<file path="src/rtl/hqm_system_fifo_ctl_pkg.sv">
// Shared sizing constants and data/pointer types for the 32x13 RF FIFO controller.
package hqm_system_fifo_ctl_pkg;

  localparam int DEPTH     = 32;
  localparam int DWIDTH    = 13;
  localparam int AWIDTH    = $clog2(DEPTH);
  localparam int STG_DEPTH = 2;
  localparam int STG_CW    = $clog2(STG_DEPTH + 1);

  typedef logic [DWIDTH-1:0] fifo_data_t;
  typedef logic [AWIDTH-1:0] fifo_ptr_t;

endpackage

</file>
<file path="src/rtl/hqm_system_fifo_ctl_stage2.sv">
// Two-entry output FIFO that absorbs the RF read latency; accepts a capture and a pop in the same cycle.
module hqm_system_fifo_ctl_stage2
  import hqm_system_fifo_ctl_pkg::*;
(
  input  logic              clk,
  input  logic              rst,
  input  logic              cap_v,
  input  fifo_data_t        cap_data,
  output logic              pop_v,
  output fifo_data_t        pop_data,
  input  logic              pop_ready,
  output logic [STG_CW-1:0] stg_cnt
);

  localparam int SPW = $clog2(STG_DEPTH);

  fifo_data_t        r_slot [STG_DEPTH];
  logic [SPW-1:0]    r_head;
  logic [SPW-1:0]    r_tail;
  logic [STG_CW-1:0] r_cnt;
  logic              w_pop;

  assign w_pop = pop_v & pop_ready;

  // Capture is dropped in a reset cycle so a read returning across reset is discarded.
  always_ff @(posedge clk) begin
    if (rst) begin
      r_head <= '0;
      r_tail <= '0;
      r_cnt  <= '0;
    end else begin
      if (cap_v) begin
        r_slot[r_tail] <= cap_data;
        r_tail         <= r_tail + SPW'(1);
      end
      if (w_pop) begin
        r_head <= r_head + SPW'(1);
      end
      r_cnt <= r_cnt + STG_CW'(cap_v) - STG_CW'(w_pop);
    end
  end

  assign pop_v    = (r_cnt != '0);
  assign pop_data = r_slot[r_head];
  assign stg_cnt  = r_cnt;

endmodule

</file>
<file path="src/rtl/hqm_system_fifo_ctl_32x13.sv">
// FIFO controller for an external 32x13 power-gated RF: push port, RF read issue, 2-entry output stage, status.
module hqm_system_fifo_ctl_32x13 #(
  parameter int DEPTH  = 32,
  parameter int DWIDTH = 13,
  parameter int AWIDTH = 5
) (
  input  logic              clk,
  input  logic              rst,
  input  logic              push_v,
  input  logic [DWIDTH-1:0] push_data,
  output logic              push_ready,
  output logic              pop_v,
  output logic [DWIDTH-1:0] pop_data,
  input  logic              pop_ready,
  output logic              mem_we,
  output logic [AWIDTH-1:0] mem_waddr,
  output logic [DWIDTH-1:0] mem_wdata,
  output logic              mem_re,
  output logic [AWIDTH-1:0] mem_raddr,
  input  logic [DWIDTH-1:0] mem_rdata,
  input  logic              mem_pwr_ok,
  input  logic [5:0]        cfg_hwm,
  output logic [5:0]        depth,
  output logic              hwm_hit,
  output logic              err_pwr_drop
);

  localparam int CW        = $clog2(DEPTH + 1);
  localparam int SW        = hqm_system_fifo_ctl_pkg::STG_CW;
  localparam int STG_DEPTH = hqm_system_fifo_ctl_pkg::STG_DEPTH;

  logic [AWIDTH-1:0] r_wptr;
  logic [AWIDTH-1:0] r_rptr;
  logic [CW-1:0]     r_ram_cnt;
  logic              r_rd_inflight;
  logic [5:0]        r_depth;
  logic              r_hwm_hit;
  logic              r_err_pwr_drop;

  logic              w_full;
  logic              w_ram_empty;
  logic              w_push;
  logic              w_pop;
  logic [SW-1:0]     w_stg_cnt;
  logic [2:0]        w_stg_load;
  logic [CW-1:0]     w_ram_cnt_next;
  logic [5:0]        w_depth_next;

  assign w_full      = (r_ram_cnt == CW'(DEPTH));
  assign w_ram_empty = (r_ram_cnt == '0);

  // Ready depends only on registered state, so a same-cycle read never opens a slot early.
  assign push_ready = ~rst & mem_pwr_ok & ~w_full;
  assign w_push     = push_v & push_ready;
  assign w_pop      = pop_v & pop_ready;

  // Stage occupancy after this edge, counting the capture of any read already in flight.
  assign w_stg_load = 3'(w_stg_cnt) + 3'(r_rd_inflight) - 3'(w_pop);

  assign mem_re    = ~rst & mem_pwr_ok & ~w_ram_empty & (w_stg_load < 3'(STG_DEPTH));
  assign mem_raddr = r_rptr;
  assign mem_we    = w_push;
  assign mem_waddr = r_wptr;
  assign mem_wdata = push_data;

  assign w_ram_cnt_next = r_ram_cnt + CW'(w_push) - CW'(mem_re);
  assign w_depth_next   = 6'(w_ram_cnt_next) + 6'(mem_re) + 6'(w_stg_load);

  always_ff @(posedge clk) begin
    if (rst) begin
      r_wptr         <= '0;
      r_rptr         <= '0;
      r_ram_cnt      <= '0;
      r_rd_inflight  <= 1'b0;
      r_depth        <= '0;
      r_hwm_hit      <= 1'b0;
      r_err_pwr_drop <= 1'b0;
    end else begin
      if (w_push) begin
        r_wptr <= r_wptr + AWIDTH'(1);
      end
      if (mem_re) begin
        r_rptr <= r_rptr + AWIDTH'(1);
      end
      r_ram_cnt      <= w_ram_cnt_next;
      r_rd_inflight  <= mem_re;
      r_depth        <= w_depth_next;
      r_hwm_hit      <= (r_depth >= cfg_hwm);
      r_err_pwr_drop <= r_err_pwr_drop | (~mem_pwr_ok & ~w_ram_empty);
    end
  end

  hqm_system_fifo_ctl_stage2 u_stage (
    .clk       (clk),
    .rst       (rst),
    .cap_v     (r_rd_inflight),
    .cap_data  (mem_rdata),
    .pop_v     (pop_v),
    .pop_data  (pop_data),
    .pop_ready (pop_ready),
    .stg_cnt   (w_stg_cnt)
  );

  assign depth        = r_depth;
  assign hwm_hit      = r_hwm_hit;
  assign err_pwr_drop = r_err_pwr_drop;

endmodule
</file>
<file path="config.mk">
export PLATFORM = sky130hd
export DESIGN_NAME = hqm_system_fifo_ctl_32x13
export DESIGN_NICKNAME = d
export VERILOG_FILES = /design/src/rtl/hqm_system_fifo_ctl_pkg.sv /design/src/rtl/hqm_system_fifo_ctl_stage2.sv /design/src/rtl/hqm_system_fifo_ctl_32x13.sv
export SDC_FILE = /design/constraint.sdc
export NUM_CORES = 1
export LEC_CHECK = 0
export CORE_MARGIN = 8
export CORE_UTILIZATION = 35
export DETAILED_ROUTE_END_ITERATION = 7
export GPL_ROUTABILITY_DRIVEN = 1
export MAX_ROUTING_LAYER = met4
export PLACE_DENSITY = 0.62
export SETUP_SLACK_MARGIN = 0.2
export SKIP_LAST_GASP = 1
export SLEW_MARGIN = 40
export SYNTH_ARGS = -nofsm -noshare
export SYNTH_HDL_FRONTEND = slang
export SYNTH_HIERARCHICAL = 1
export SYNTH_SLANG_ARGS = --single-unit
</file>
<file path="constraint.sdc">
create_clock -name clk -period 13.77 [get_ports clk]
set_input_delay 1.377 -clock clk [delete_from_list [all_inputs] [get_ports clk]]
set_output_delay 1.377 -clock clk [all_outputs]
set_load 0.01 [all_outputs]
</file>
* Word-level counts from Yosys, hierarchy flattened
Memories as Yosys holds them, arrays and structs flattened. A register that Yosys moved wholly into a read port is not among the register bits.
Index checks and enable logic that the tools add are counted.
** Word-level totals
- Bits in registers :: 29
- RAM bits :: 26
- Bits of input ports :: 37
- Output and inout bits :: 48
- Logic and storage cells :: 45
- Memories kept :: 1
** Memory list
- u_stage.r_slot :: depth 2, bits a word 13, read ports 1, clocked after memory_dff 1, wr ports 1, line hqm_system_fifo_ctl_stage2.sv:17 : fifo_data_t r_slot [STG_DEPTH];
** Operators by class
- Add/subtract/negate cells :: 12
- Magnitude comparators :: 2
- Equality and inequality tests :: 1
- Multiplexer cells :: 5
- Bitwise operators :: 12
- Reductions and logical operators :: 2
** Operators with widths (number)
- adder 6 x 1 -> 6 bit :: 2
- adder 5 x 1 -> 5 bit, second input constant :: 2
- AND 1 bit :: 7
- adder 6 x 3 -> 6 bit :: 1
- equality test 6 bit, second input constant :: 1
- >= comparator 6 bit :: 1
- zero test 6 bit :: 1
- subtractor 6 x 1 -> 6 bit :: 1
- two-way mux 1 bit :: 5
- NOT 1 bit :: 4
- adder 2 x 1 -> 3 bit :: 1
- < comparator 3 x 2 -> 1 bit, second input constant :: 1
- subtractor 3 x 1 -> 3 bit :: 1
- adder 1 bit, second input constant :: 2
- adder 2 x 1 -> 2 bit :: 1
- nonzero test 2 bit :: 1
- subtractor 2 x 1 -> 2 bit :: 1
- bitwise OR 1 bit :: 1

* Longest topological paths before layout
Gate-level depths: netlist (run 1).
- Depth in word-level cells :: 8
- Mapped depth :: 18
- Gate-level depth less buffers :: 18

* Cells and area by module
Netlist (run 1), hierarchy kept.
** By module, submodules not included
- hqm_system_fifo_ctl_32x13 :: times used 1, cells an instance 175, area each 1647.8 µm², seq. area each 500.5 µm²
- hqm_system_fifo_ctl_stage2 :: times used 1, cells an instance 62, area each 1178.6 µm², seq. area each 880.8 µm²

* Least setup slack after synthesis (run 1)
No wires, ideal clock.
- Path kind :: input-to-reg
- Start :: input port pop_ready
- End :: register r_depth[5], in the netlist depth[5]
- Setup time :: 0.121 ns
- Data arrival time :: 4.977 ns
- Path slack :: 8.672 ns
- Cell stages on the path :: 17
- Buffers on the path :: 0
- Cell sequence :: and2_1 -> ha_1 -> inv_1 -> ha_1 -> inv_1 -> fa_1 -> nand3b_1 -> nor3_4 -> xor2_1 -> ha_1 -> fa_1 -> ha_1 -> nand2_1 -> o41ai_2 -> a21oi_1 -> nor3_2 -> mux2_2
** Between the ends
- Longest elaborated chain between the ends :: 7
** Ends and longest elaborated chain
- start: declaration :: line hqm_system_fifo_ctl_32x13.sv:14 : input logic pop_ready,
- AND 1 bit :: line hqm_system_fifo_ctl_32x13.sv:55 : assign w_pop = pop_v & pop_ready;
- subtractor 3 x 1 -> 3 bit :: line hqm_system_fifo_ctl_32x13.sv:58 : assign w_stg_load = 3'(w_stg_cnt) + 3'(r_rd_inflight) - 3'(w_pop);
- < comparator 3 x 2 -> 1 bit :: line hqm_system_fifo_ctl_32x13.sv:60 : assign mem_re = ~rst & mem_pwr_ok & ~w_ram_empty & (w_stg_load < 3'(STG_DEPTH));
- AND 1 bit :: line hqm_system_fifo_ctl_32x13.sv:60
- via mem_re :: line hqm_system_fifo_ctl_32x13.sv:18 : output logic mem_re,
- subtractor 6 x 1 -> 6 bit :: line hqm_system_fifo_ctl_32x13.sv:66 : assign w_ram_cnt_next = r_ram_cnt + CW'(w_push) - CW'(mem_re);
- via w_ram_cnt_next[1] :: line hqm_system_fifo_ctl_32x13.sv:46 : logic [CW-1:0] w_ram_cnt_next;
- adder 6 x 1 -> 6 bit :: line hqm_system_fifo_ctl_32x13.sv:67 : assign w_depth_next = 6'(w_ram_cnt_next) + 6'(mem_re) + 6'(w_stg_load);
- adder 6 x 3 -> 6 bit :: line hqm_system_fifo_ctl_32x13.sv:67
- end signal: assignment :: line hqm_system_fifo_ctl_32x13.sv:87 : r_depth <= w_depth_next;
- end: declaration :: line hqm_system_fifo_ctl_32x13.sv:36 : logic [5:0] r_depth;
The timed path passes the listed nets, and every way through them passes these cells.
A chain may end at the register's enable or synchronous reset.

* Worst setup path after layout (run 1)
- Start :: input port pop_ready
- End :: output port mem_re
** Between the ends
- Longest elaborated chain between the ends :: 4
** Ends and longest elaborated chain (line)
- AND 1 bit :: hqm_system_fifo_ctl_32x13.sv:55
- subtractor 3 x 1 -> 3 bit :: hqm_system_fifo_ctl_32x13.sv:58
- < comparator 3 x 2 -> 1 bit :: hqm_system_fifo_ctl_32x13.sv:60
- AND 1 bit :: hqm_system_fifo_ctl_32x13.sv:60
- end: declaration :: hqm_system_fifo_ctl_32x13.sv:18
Every way passes these cells.

==> results of run 1 <==
-- worst max-delay path, delay by kind of cell --
family        cells  cell delay, ns
buf+inv           4            1.17
fa+ha+maj         3            0.95
simple gates      3            0.83
-- Yosys cell counts (all sizes together) --
master   instances
fa               3
and2             1
a21oi            6
mux2            16
a21o             2
and4bb           1
and3             1
nor2            26
o221ai           1
o41ai            1
nor3             5
clkbuf           2
nand2b           3
xor2             9
nand2            3
xnor3            1
a2111oi          1
o21a             1
nor4             1
inv             22
and3b            2
o2111ai          1
o22ai            1
or3b             1
a21boi           1
a311oi           1
buf             15
nand4            4
a31oi            1
nand3            1
edfxtp          26
o21bai           1
or2              1
dfxtp           30
or4bb            1
mux2i            2
ha              23
nor2b            6
nor3b            2
xnor2            7
nand3b           4
-- cell type report --
type,count,area [um^2],area share (%)
clock inverters,3,25.0,0.711
well taps,102,128,3.63
clock buffers,5,68.8,1.96
multi-input cells,142,1250,35.4
flip-flops and latches,56,1380,39.2
repair buffers,59,588,16.7
inverters,22,82.6,2.35
-- how the worst min path moves through the flow --
stage,to,slack [ns],depth (start not counted)
floorplan,u_stage/r_tail$_SDFFE_PP0P_,0.50,2
global placement,err_pwr_drop$_SDFF_PP0_,0.46,2
detailed placement,err_pwr_drop$_SDFF_PP0_,0.48,2
CTS,err_pwr_drop$_SDFF_PP0_,0.50,2
global route,mem_waddr[4]$_SDFFE_PP0P_,0.57,2
finish,err_pwr_drop$_SDFF_PP0_,0.50,2
-- cells by family (layout without fill, tap and decap cells) --
logic type | count (synthesis) | count (layout)
compound gates | 18 | 18
xor+xnor | 17 | 17
fa+ha+maj | 26 | 26
buf+inv | 39 | 89
flops | 56 | 56
mux | 18 | 18
simple gates | 63 | 63
-- report_power, final --
group          internal (mW)  switching [mW]
Clock                 0.0373          0.0576
Sequential             0.210          0.0265
Combinational          0.202           0.199
Total                  0.449           0.283
-- registers in the layout (all words and copies together) (netlist names), named ones only --
register         cells
mem_raddr            5
mem_waddr            5
u_stage/r_tail       1
hwm_hit              1
u_stage/r_head       1
r_ram_cnt            6
r_rd_inflight        1
u_stage/r_slot      26
depth                6
err_pwr_drop         1
u_stage/stg_cnt      2
-- per-layer routing --
| layer | routed length (um) | track usage (%) |
|---|---|---|
| met1 | 2620 | 12.4 |
| met5 | 0 | - |
| met4 | 34 | 2.81 |
| met2 | 2620 | 16.7 |
| met3 | 264 | 2.68 |
==> results.yml, run 1 <==
clock_network:
  clock_path_buffers: 2
  root_buffer: "clkbuf_8"
  cts_buffers: 5
  cts_tree: "done"
  cts_resized: 0
  htreeDepth: 2
  cts_hold_buf: 0
  clock_latency_ns: 0.31
  clk_pin_slew_ns: 0.11
  clock-sinks: 56
  post-cts-setup-buffer-count: 0
finish:
  drive_gt1_share_pct: 12.2
  post-route-util_pct: 45.3
  areaGrowthSynthToFinish_pct: 24.5
  nets: 349
  n_antenna_cell: 0
  layout_commonest_cell: "clkdlybuf4s50_1"
  fillCellCount: 758
  final_cell_mix: "clkdlybuf4s50_1, dfxtp_1, nor2_1, edfxtp_1, ha_1"
  layout.cells.non_filler: 389
  postLayoutCellArea_um2: 3520
floorplanning:
  coreArea_um2: 7770
  die_area_um2: 11200
  row_count: 32
  fp.dieW_um: 106
  start_util_pct: 36.4
  dieHeight_um: 106
  io_pins: 85
setup_path:
  crit_type: "input port to primary output"
  path_cells: "clkdlybuf4s50_1, and2_1, ha_1, inv_1, ha_1, inv_1, fa_1, nand3b_1, nor3_4, clkdlybuf4s50_1"
  crit_arrival_ns: 4.33
  r2r-end: "depth[5]$_SDFF_PP0_"
  cp_data_required_time_ns: 12.39
  ff2ff_setup_slack_ns: 9.04
  crit_fanout: 10
  crit_end: "mem_re"
  critPathLaunchType: "input port"
  crit_path_start: "pop_ready"
  reg2reg_depth: 18
  critPathSlowestCell: "clkdlybuf4s50_1"
  worstSetupEndpointType: "primary output"
  worstReg2RegStart: "u_stage/stg_cnt[1]$_SDFF_PP0_"
  slowest_delay_ns: 0.66
grt:
  antenna_found_initial: 0
  grt_max_degree: 36
  grt_pass1_vias: 1828
  gr-total-overflow: 0
  grt_usage_pct: 10.3
  grt_pass1_wl_um: 9200
logic_synthesis:
  yosysTopAreaCell: "edfxtp_1"
  synth-compound-area-share_pct: 5.27
  ys_ff_latch: 56
  syn-num-nets: 300
  synth_area_leaders: "edfxtp_1, dfxtp_1, ha_1"
  netlist_area_um2: 2830
  synth_top_family_by_area: "simple AND/OR/NAND/NOR gates"
  yosysWarnings: 6
  synthAdderAreaFrac_pct: 12.3
  yosys.area_share.simple_pct: 13.0
  synth_cell_types: 46
  syn_inst: 237
  postSynthAreaPerCell_um2: 11.9
  netlist.area_leader.share_pct: 27.6
  synth.area.mux_share_pct: 7.08
  yosysSeqAreaShare_pct: 48.9
  synthXorXnorAreaFrac_pct: 6.02
placement:
  dpl_cell_area_um2: 3430
  gp_congestion: 0.764
  pre_cts_slack_ns: 7.94
  io_buffer_count: 58
  dp_cells: 381
  dp_hpwl_um: 4200
timing:
  finalMaxSlewViolations: 0
  relSlewSlack_pct: 53.1
  rsz0062_at_grt: "false"
  fin_crit_sh_pct: 41.4
  tns_ns: 0
  fin_ws_ns: 8.07
  skew_ns: 0.0144
  whs_ns: 0.497
  period_minus_slack_ns: 5.70
  tightestPinTransition_ns: 0.703
  fmax_mhz: 175
  setup_viol: 0
  hold_viol: 0
route:
  drc: 0
  firstDrtPassIters: 4
  drt-vias-per-instance: 4.61
  wire_per_inst_um: 14.2
  routed_wl_um: 5540
  drt_first_iter_violations: 92
  vias: 1792
  drt.antenna.violating_nets: 0
outcome:
  status: "complete, no violations"
pwr:
  finalPower_uw: 732
  p_leak_nw: 1.36
  worst_ir_drop_vdd_v: 0.000116
  p_per_area_nw_per_um2: 208
worst_hold_path:
  min_from: "err_pwr_drop$_SDFF_PP0_"
  hp-class: "flop to flop"
flow_run:
  maxCapViolations: 0
No activity file was read; power rests on OpenSTA's default activity.
==> run 2: changes to the inputs <==
Settings changed: PLACE_DENSITY 0.62 to 0.65.
Clock period 13.77 ns to 4.9 ns, I/O delays scaled along.
==> results.yml, run 2 (synthesized netlist as in run 1, its figures left out) <==
setup_path:
  crit_fanout: 9
  critPathMostFrequentCell: "ha_1"
  cpLargestDelayFamily: "adder cells"
  critPathLaunchType: "flop"
  path_cells: "or2_2, and2_1, ha_1, inv_1, ha_1, inv_1, fa_1, nand3b_1, nor3_4, buf_4, nand2b_1, fa_1, ha_1, a21oi_1, o41ai_2, a21oi_1, nor3_2, mux2_2"
  crit_arrival_ns: 4.62
  crit_type: "flop to flop"
  slowest_delay_ns: 0.55
  cp_data_required_time_ns: 5.09
  worstSetupEndpointType: "flop"
  critPathSlowestCell: "fa_1"
  critical_path_buf_inv_count: 3
worst_hold_path:
  hp-class: "flop to flop"
timing:
  hold_viol: 0
  fin_crit_sh_pct: 90.3
  tns_ns: 0
  finalMaxSlewViolations: 0
  fmax_mhz: 226
  skew_ns: 0.00300
  relSlewSlack_pct: 53.5
  setup_viol: 0
  fin_ws_ns: 0.473
  rsz0062_at_grt: "false"
  tightestPinTransition_ns: 0.697
  period_minus_slack_ns: 4.43
placement:
  gp_congestion: 0.838
  dp_hpwl_um: 4280
  pre_cts_slack_ns: 0.257
  io_buffer_count: 58
clock_network:
  htreeDepth: 2
  cts_tree: "done"
  clock-sinks: 56
  root_buffer: "clkbuf_8"
  clk_pin_slew_ns: 0.09
  clock_latency_ns: 0.30
  cts_hold_buf: 0
  cts_buffers: 5
  clock_path_buffers: 2
  cts_resized: 0
  post-cts-setup-buffer-count: 0
route:
  wire_per_inst_um: 14.0
  drc: 0
  drt-vias-per-instance: 4.65
  drt.antenna.violating_nets: 0
  routed_wl_um: 5490
  drt_first_iter_violations: 58
  vias: 1820
  firstDrtPassIters: 4
grt:
  grt_pass1_vias: 1901
  antenna_found_initial: 0
  grt_max_degree: 22
  grt_pass1_wl_um: 9160
  grt_usage_pct: 10.3
  gr-total-overflow: 0
pwr:
  p_per_area_nw_per_um2: 576
  p_leak_nw: 1.37
  worst_ir_drop_vdd_v: 0.000319
finish:
  drive_gt1_share_pct: 12.5
  nets: 351
  final_cell_mix: "clkdlybuf4s50_1, dfxtp_1, nor2_1, edfxtp_1, ha_1"
  largest_register_ffs: 26
  areaGrowthSynthToFinish_pct: 24.7
  top_register: "u_stage/r_slot"
  layout_commonest_cell: "clkdlybuf4s50_1"
  n_antenna_cell: 0
floorplanning:
  io_pins: 85
  coreArea_um2: 7770
  dieHeight_um: 106
  fp.dieW_um: 106
  start_util_pct: 36.4
  row_count: 32
  die_area_um2: 11200
outcome:
  status: "complete, no violations"
flow_run:
  maxCapViolations: 0
run 2: routing by layer:
layer | global-route usage (%) | wire length (um) | vias to the layer above
li1 | - | - | 909
met4 | 3.02 | 55 | 0
met1 | 11.7 | 2490 | 849
met5 | - | 0 | -
met3 | 3.41 | 347 | 4
met2 | 16.8 | 2600 | 58
run 2: final timing paths:
check,from,to,slack [ns],depth (start not counted)
hold reg to reg,err_pwr_drop$_SDFF_PP0_,err_pwr_drop$_SDFF_PP0_,0.50,2
setup / recovery,u_stage/stg_cnt[1]$_SDFF_PP0_,depth[5]$_SDFF_PP0_,0.47,18
hold / removal,err_pwr_drop$_SDFF_PP0_,err_pwr_drop$_SDFF_PP0_,0.50,2
setup reg to reg,u_stage/stg_cnt[1]$_SDFF_PP0_,depth[5]$_SDFF_PP0_,0.47,18
run 2: stage by stage:
step | hold slack [ns] | power [mW] | std cells | utilization [%] | area, um^2
2_1_floorplan | 0.500 | 1.48 | 237 | - | 2830
3_3_place_gp | 0.470 | 1.79 | 383 | 44.2 | 3430
3_5_place_dp | 0.480 | 1.80 | 383 | 44.3 | 3440
4_1_cts | 0.500 | 2.05 | 391 | 45.4 | 3530
5_1_grt | 0.547 | 2.21 | 391 | 45.4 | 3530
6_report | 0.495 | 2.03 | 391 | 45.4 | 3530
run 2: layout make-up:
class                      instances  area (um^2)
tap                              102          128
sequential                        56         1380
fill                             705         4240
clock buffer                       6         72.6
clock inverter                     2         12.5
timing repair buffer              61          603
multi-input combinational        142         1250
inverter                          22         82.6
run 2: where the power goes:
part / leakage (nW) / internal (mW) / switching (mW)
Clock: 0.0412 / 0.100 / 0.138
Sequential: 0.481 / 0.591 / 0.0748
Combinational: 0.843 / 0.570 / 0.557
run 2: worst min-delay path, stage by stage, from the launching register on:
cell     delay, ns
dfxtp_1       0.35
nor2_1        0.05
nor2_1        0.07
==> run 3: changes to the inputs <==
--- a/config.mk
+++ b/config.mk
@@ -11,5 +11,5 @@
 export GPL_ROUTABILITY_DRIVEN = 1
 export MAX_ROUTING_LAYER = met4
-export PLACE_DENSITY = 0.65
+export PLACE_DENSITY = 0.62
 export SETUP_SLACK_MARGIN = 0.2
 export SKIP_LAST_GASP = 1
==> constraint.sdc (replaced) <==
create_clock -name clk -period 4.8 [get_ports clk]
set_input_delay 0.48 -clock clk [delete_from_list [all_inputs] [get_ports clk]]
set_output_delay 0.48 -clock clk [all_outputs]
set_load 0.05 [all_outputs]
==> results.yml, run 3 (synthesized netlist as in run 1, its figures left out) <==
finish:
  largest_register_ffs: 26
  fillCellCount: 761
  layout.cells.non_filler: 391
  final_cell_mix: "clkdlybuf4s50_1, dfxtp_1, nor2_1, edfxtp_1, inv_1"
  top_register: "u_stage/r_slot"
  nets: 351
  postLayoutCellArea_um2: 3580
  drive_gt1_share_pct: 14.5
  post-route-util_pct: 46.1
  areaGrowthSynthToFinish_pct: 26.7
  layout_commonest_cell: "clkdlybuf4s50_1"
  n_antenna_cell: 0
setup_path:
  crit_fanout: 5
  worstSetupEndpointType: "flop"
  critPathLaunchType: "flop"
  crit_arrival_ns: 4.58
  crit_type: "flop to flop"
  cp_data_required_time_ns: 5.01
grt:
  grt_usage_pct: 10.2
  grt_pass1_wl_um: 9190
  grt_max_degree: 25
  antenna_found_initial: 0
  gr-total-overflow: 0
  grt_pass1_vias: 1982
route:
  wl_met2_um: 2610
  drc: 0
  top_layer: "met4"
  drt-vias-per-instance: 4.66
  wire_per_inst_um: 13.8
  wl_met1_um: 2440
  routed_wl_um: 5410
  vias: 1823
  drt.antenna.violating_nets: 0
  firstDrtPassIters: 4
  dr_wl_met3_um: 275
  drt_first_iter_violations: 75
timing:
  hold_viol: 0
  finalMaxSlewViolations: 0
  tightestPinTransition_ns: 0.687
  tns_ns: 0
  setup_viol: 0
  skew_ns: 0.00954
  relSlewSlack_pct: 54.2
  fmax_mhz: 228
  fin_ws_ns: 0.422
  rsz0062_at_grt: "false"
  period_minus_slack_ns: 4.38
  fin_crit_sh_pct: 91.2
clock_network:
  cts_hold_buf: 0
  cts_tree: "done"
  cts_buffers: 5
  clock_path_buffers: 2
  root_buffer: "clkbuf_8"
  htreeDepth: 2
  clock-sinks: 56
  clock_latency_ns: 0.31
  clk_pin_slew_ns: 0.10
placement:
  dp_hpwl_um: 4140
  pre_cts_slack_ns: 0.0625
  dpl_cell_area_um2: 3440
  io_buffer_count: 58
  dp_cells: 382
  gp_congestion: 0.827
floorplanning:
  start_util_pct: 36.4
  row_count: 32
  io_pins: 85
  die_area_um2: 11200
  fp.dieW_um: 106
  dieHeight_um: 106
  coreArea_um2: 7770
pwr:
  p_leak_nw: 1.38
  p_per_area_nw_per_um2: 674
  worst_ir_drop_vdd_v: 0.000239
flow_run:
  maxCapViolations: 0
outcome:
  status: "complete, no violations"
worst_hold_path:
  hp-class: "flop to flop"
run 3: cell count changes in the layout (fill, tap and decap cells not counted), sizes merged:
cell	change
inv	+1
bufinv	+1
clkinv	-1
clkinvlp	-1
run 3: critical path, cell delays in order, from the launching register on:
cell      delay, ns
dfxtp_2        0.37
or2_4          0.24
and2_1         0.16
ha_1           0.27
inv_1          0.05
ha_1           0.12
inv_1          0.05
fa_2           0.56
nand3b_1       0.17
nor3_4         0.21
xor2_1         0.18
ha_2           0.21
fa_1           0.48
ha_4           0.31
nand2_1        0.06
o41ai_2        0.23
a21oi_2        0.12
nor3_2         0.14
mux2_2         0.35
run 3: power by group:
part           switching, mW  internal, mW
Clock                  0.151         0.158
Combinational          0.808         0.615
Sequential            0.0784         0.604
run 3: through the flow:
step / hold slack (ns) / power, mW
3_5_place_dp: 0.493 / 2.08
3_3_place_gp: 0.484 / 2.06
6_report: 0.515 / 2.41
2_1_floorplan: 0.500 / 1.76
4_1_cts: 0.516 / 2.40
5_1_grt: 0.535 / 2.60
run 3: path summary, 6_finish.rpt:
check / from / end / slack, ns / cells past startpoint
setup / recovery: u_stage/stg_cnt[1]$_SDFF_PP0_ / depth[5]$_SDFF_PP0_ / 0.42 / 18
hold / removal: err_pwr_drop$_SDFF_PP0_ / err_pwr_drop$_SDFF_PP0_ / 0.51 / 2
setup reg to reg: u_stage/stg_cnt[1]$_SDFF_PP0_ / depth[5]$_SDFF_PP0_ / 0.42 / 18
hold reg to reg: err_pwr_drop$_SDFF_PP0_ / err_pwr_drop$_SDFF_PP0_ / 0.51 / 2
run 3: final cells by class:
| cell class | instances | area (um^2) | area share, % |
|---|---|---|---|
| clock buffer | 6 | 72.6 | 2.03 |
| clock inverter | 2 | 38.8 | 1.08 |
| inverter | 22 | 82.6 | 2.31 |
| multi-input combinational | 142 | 1270 | 35.6 |
| sequential | 56 | 1380 | 38.6 |
| tap | 102 | 128 | 3.56 |
| timing repair buffer | 61 | 603 | 16.8 |
run 3: layer usage:
layer | vias to the layer above | global-route usage (%)
li1 | 906 | -
met1 | 876 | 11.4
met2 | 36 | 17.0
met3 | 5 | 2.80
met4 | 0 | 3.62
met5 | - | -
run 3: timing repair:
item / in CTS / in global routing
setup endpoints to repair: 0 / 2
resized for setup: 0 / 3
buffers inserted: 0 / 1
==> RTL edit 1: new RTL, config.mk and constraints of run 1 <==
Put one more register stage on the output `err_pwr_drop`, with the module's reset. The value now appears one clock later. The other outputs are not delayed to match.
--- a/src/rtl/hqm_system_fifo_ctl_32x13.sv
+++ b/src/rtl/hqm_system_fifo_ctl_32x13.sv
@@ -105,3 +105,9 @@
   assign hwm_hit      = r_hwm_hit;
-  assign err_pwr_drop = r_err_pwr_drop;
+  always_ff @(posedge clk) begin
+    if (rst) begin
+      err_pwr_drop <= '0;
+    end else begin
+      err_pwr_drop <= r_err_pwr_drop;
+    end
+  end
 
Function: changed (a bounded check fails within 4 cycles, from zero or initial values and one cycle with rst high).
==> RTL edit 1 against run 1 <==
  * First-iteration DRC count down 53%
  * Final area grew 3.7%
  * Synthesized area increased by 0.71%
  * Die area increased by 0.60%
  * Sequential cell count grew 1
  * Non-clock buffer count unchanged
  * Worst setup slack improved by 0.085 ns
  * Clock skew fell by 0.0045 ns
  * Register-to-register slack better by 0.08 ns
  * Hold slack worse by 0.011 ns
  * Global-route usage is 0.49 points higher
  * Routed wire length decreased by 0.56%
  * Total power is 7.7% higher
  * Critical path type unchanged
  * Critical endpoint unchanged
  * Largest power group unchanged
==> RTL edit 1: results <==
{
  "drive_gt1_share_pct": 14.1,
  "placed_cell_area_mm2": 0.00346,
  "ys_seq_area_share_pct": 49.2,
  "max_stage_delay_ns": 0.64,
  "grtUsageTotal_pct": 10.8,
  "internal_power_uw": 498,
  "leakage_nw": 1.41,
  "p_switching_uw": 290,
  "synth_compound_area_share_pct": 5.23,
  "fin_skew_ns": 0.00996,
  "synth_xor_area_share_pct": 5.98,
  "path_clk_slew_ns": 0.06,
  "wl_met3_um": 317,
  "ys_top_cells_by_area": "edfxtp_1 27%, dfxtp_1 22%, ha_1 10%",
  "synth_cell_types": 47,
  "insertion_delay_ns": 0.34,
  "status": "complete, no violations",
  "drt_iter0_drc": 43,
  "dp.cells": 386,
  "syn_nets": 302,
  "cts_made_buffers": 9,
  "fin_nets": 355,
  "met3_usage_pct": 3.57,
  "post-place-ws_ns": 7.99,
  "gr-usage-met1_pct": 13.4,
  "grt_max_degree": 37,
  "final_cells": 402,
  "synthTopCellsByCount": "31 x dfxtp_1, 26 x edfxtp_1, 26 x nor2_1",
  "synth_fa_ha_area_share_pct": 12.2,
  "wl_met1_mm": 2.62,
  "vias": 1856
}
RTL edit 1: cell types whose count changed after synthesis, sizes merged:
cell	before	now
nor2b	6	7
dfxtp	30	31
buf	15	17
clkbuf	2	0
RTL edit 1: final timing paths:
check	from	end	slack, ns	cells after the start
setup / recovery	pop_ready	mem_re	8.15	10
hold / removal	r_err_pwr_drop$_SDFF_PP0_	r_err_pwr_drop$_SDFF_PP0_	0.49	2
setup reg to reg	u_stage/stg_cnt[1]$_SDFF_PP0_	depth[5]$_SDFF_PP0_	9.12	18
hold reg to reg	r_err_pwr_drop$_SDFF_PP0_	r_err_pwr_drop$_SDFF_PP0_	0.49	2
RTL edit 1: area by class of cell:
type / count / area [um2]
multi-input cells: 143 / 1250
clock buffers: 9 / 124
clock inverters: 7 / 70.1
fillers: 776 / 4400
flip-flops and latches: 57 / 1400
repair buffers: 59 / 588
inverters: 22 / 82.6
well taps: 105 / 131
==> RTL edit 2: new RTL, config.mk and constraints of run 1 <==
Made on the original files. The parameter `AWIDTH` goes from 5 to 10.
--- a/src/rtl/hqm_system_fifo_ctl_32x13.sv
+++ b/src/rtl/hqm_system_fifo_ctl_32x13.sv
@@ -4,3 +4,3 @@
   parameter int DWIDTH = 13,
-  parameter int AWIDTH = 5
+  parameter int AWIDTH = 10
 ) (
Interface: changed (resized mem_raddr and mem_waddr); port bits go from 85 to 95. The function was not compared with the original's and may differ.
==> RTL edit 2 against run 1 <==
  * Synthesized area is 17% higher
  * Sequential cell count is 10 higher
  * Worst setup slack better by 0.016 ns
  * Final area is 20% higher
  * Total power is 19% higher
  * Hold slack worse by 0.011 ns
  * Critical endpoint unchanged
  * Routed wire length is 24% higher
  * Register-to-register slack worse by 0.10 ns
  * Global-route usage is 0.95 points higher
  * Fmax is 0.28% higher
  * Sequential power is 13% higher
==> RTL edit 2: results <==
{
  "setup_tns_ns": 0,
  "synth_edf_count": 26,
  "cts_made_buffers": 9,
  "ys_top_cells_by_area": "dfxtp_1 24%, edfxtp_1 24%, ha_1 8.7%",
  "grtUsageTotal_pct": 11.3,
  "synth_cell_types": 53,
  "fin_skew_ns": 0.00902,
  "avgSynthCellArea_um2": 11.4,
  "antenna_found_initial": 0,
  "setup_viol": 0,
  "worstMarginPinSlew_ns": 0.689,
  "cts_resized": 0,
  "post-place-ws_ns": 7.86,
  "timing.final.ws_setup_ns": 8.08,
  "arrival_ns": 4.31,
  "leakage_nw": 1.62,
  "port_buffers": 68,
  "vias": 2222,
  "placed_cell_area_mm2": 0.00401,
  "dp.cells": 453,
  "drt_wl_total_mm": 6.89,
  "ys_seq_area_share_pct": 47.8,
  "max-vdd-ir-drop_mv": 0.105,
  "syn_nets": 354,
  "path_clk_slew_ns": 0.08,
  "drive_gt1_share_pct": 14.2,
  "insertedDiodeCount": 0,
  "fin_nets": 416,
  "gp_congestion": 0.840,
  "drt_pre_antenna_iters": 4,
  "ctsHtreeMaxLevel": 3,
  "clock_path_buffers": 2,
  "final_cells": 469,
  "status": "complete, no violations",
  "synthTopCellsByCount": "40 x dfxtp_1, 33 x nor2_1, 26 x edfxtp_1",
  "hpwl_mm": 5.07,
  "insertion_delay_ns": 0.34,
  "grt_pass1_vias": 2302,
  "final_util_pct": 46.1,
  "drt_iter0_drc": 72,
  "num-fill-cells": 860,
  "grt_max_degree": 45,
  "grt_pass1_wl_mm": 11.3
}
[RTL edit 2: report_power, final]
part	leakage [nW]	switching [mW]	internal, mW
clock	0.114	0.0799	0.103
combinational	0.948	0.213	0.208
sequential	0.561	0.0277	0.239
total	1.62	0.321	0.551
[RTL edit 2: cell families after synthesis]
family / count (synthesis) / share of synthesized area [%]
and+or+nand+nor: 91 / 16.2
DFF: 66 / 47.8
buffers and inverters: 41 / 6.58
adders and majority gates: 26 / 10.5
AOI/OAI and AO/OA: 25 / 5.45
xor gates and xnor gates: 25 / 7.60
muxes: 17 / 5.86
[RTL edit 2: worst max-delay path, cell delays in order]
cell and delay, ns:
clkdlybuf4s50_1 0.42, and2_1 0.15, ha_1 0.27, inv_1 0.06, ha_1 0.14, inv_1 0.05, fa_1 0.58, nand3b_2 0.21
nor3_4 0.42, clkdlybuf4s50_1 0.64
[RTL edit 2: routing by layer]
metal / vias to the layer above / share of wire (%) / global-route usage (%)
met2: 53 / 48 / 18.3
met4: 0 / 1.2 / 3.55
met3: 14 / 5.1 / 4.05
met1: 1035 / 46 / 12.7
met5: - / 0 / -
li1: 1120 / - / -
[RTL edit 2: final cells by class]
cell class,instances,area share (%)
tap,111,3.28
multi-input combinational,184,35.8
inverter,23,2.04
clock buffer,9,2.92
timing repair buffer,69,16.2
clock inverter,7,2.36
sequential,66,37.3
[RTL edit 2: worst paths after layout]
path,from,to,slack [ns],depth (start not counted)
max reg2reg,u_stage/stg_cnt[1]$_SDFF_PP0_,depth[5]$_SDFF_PP0_,8.94,19
min reg2reg,err_pwr_drop$_SDFF_PP0_,err_pwr_drop$_SDFF_PP0_,0.49,2
max,pop_ready,mem_re,8.08,10
min,err_pwr_drop$_SDFF_PP0_,err_pwr_drop$_SDFF_PP0_,0.49,2
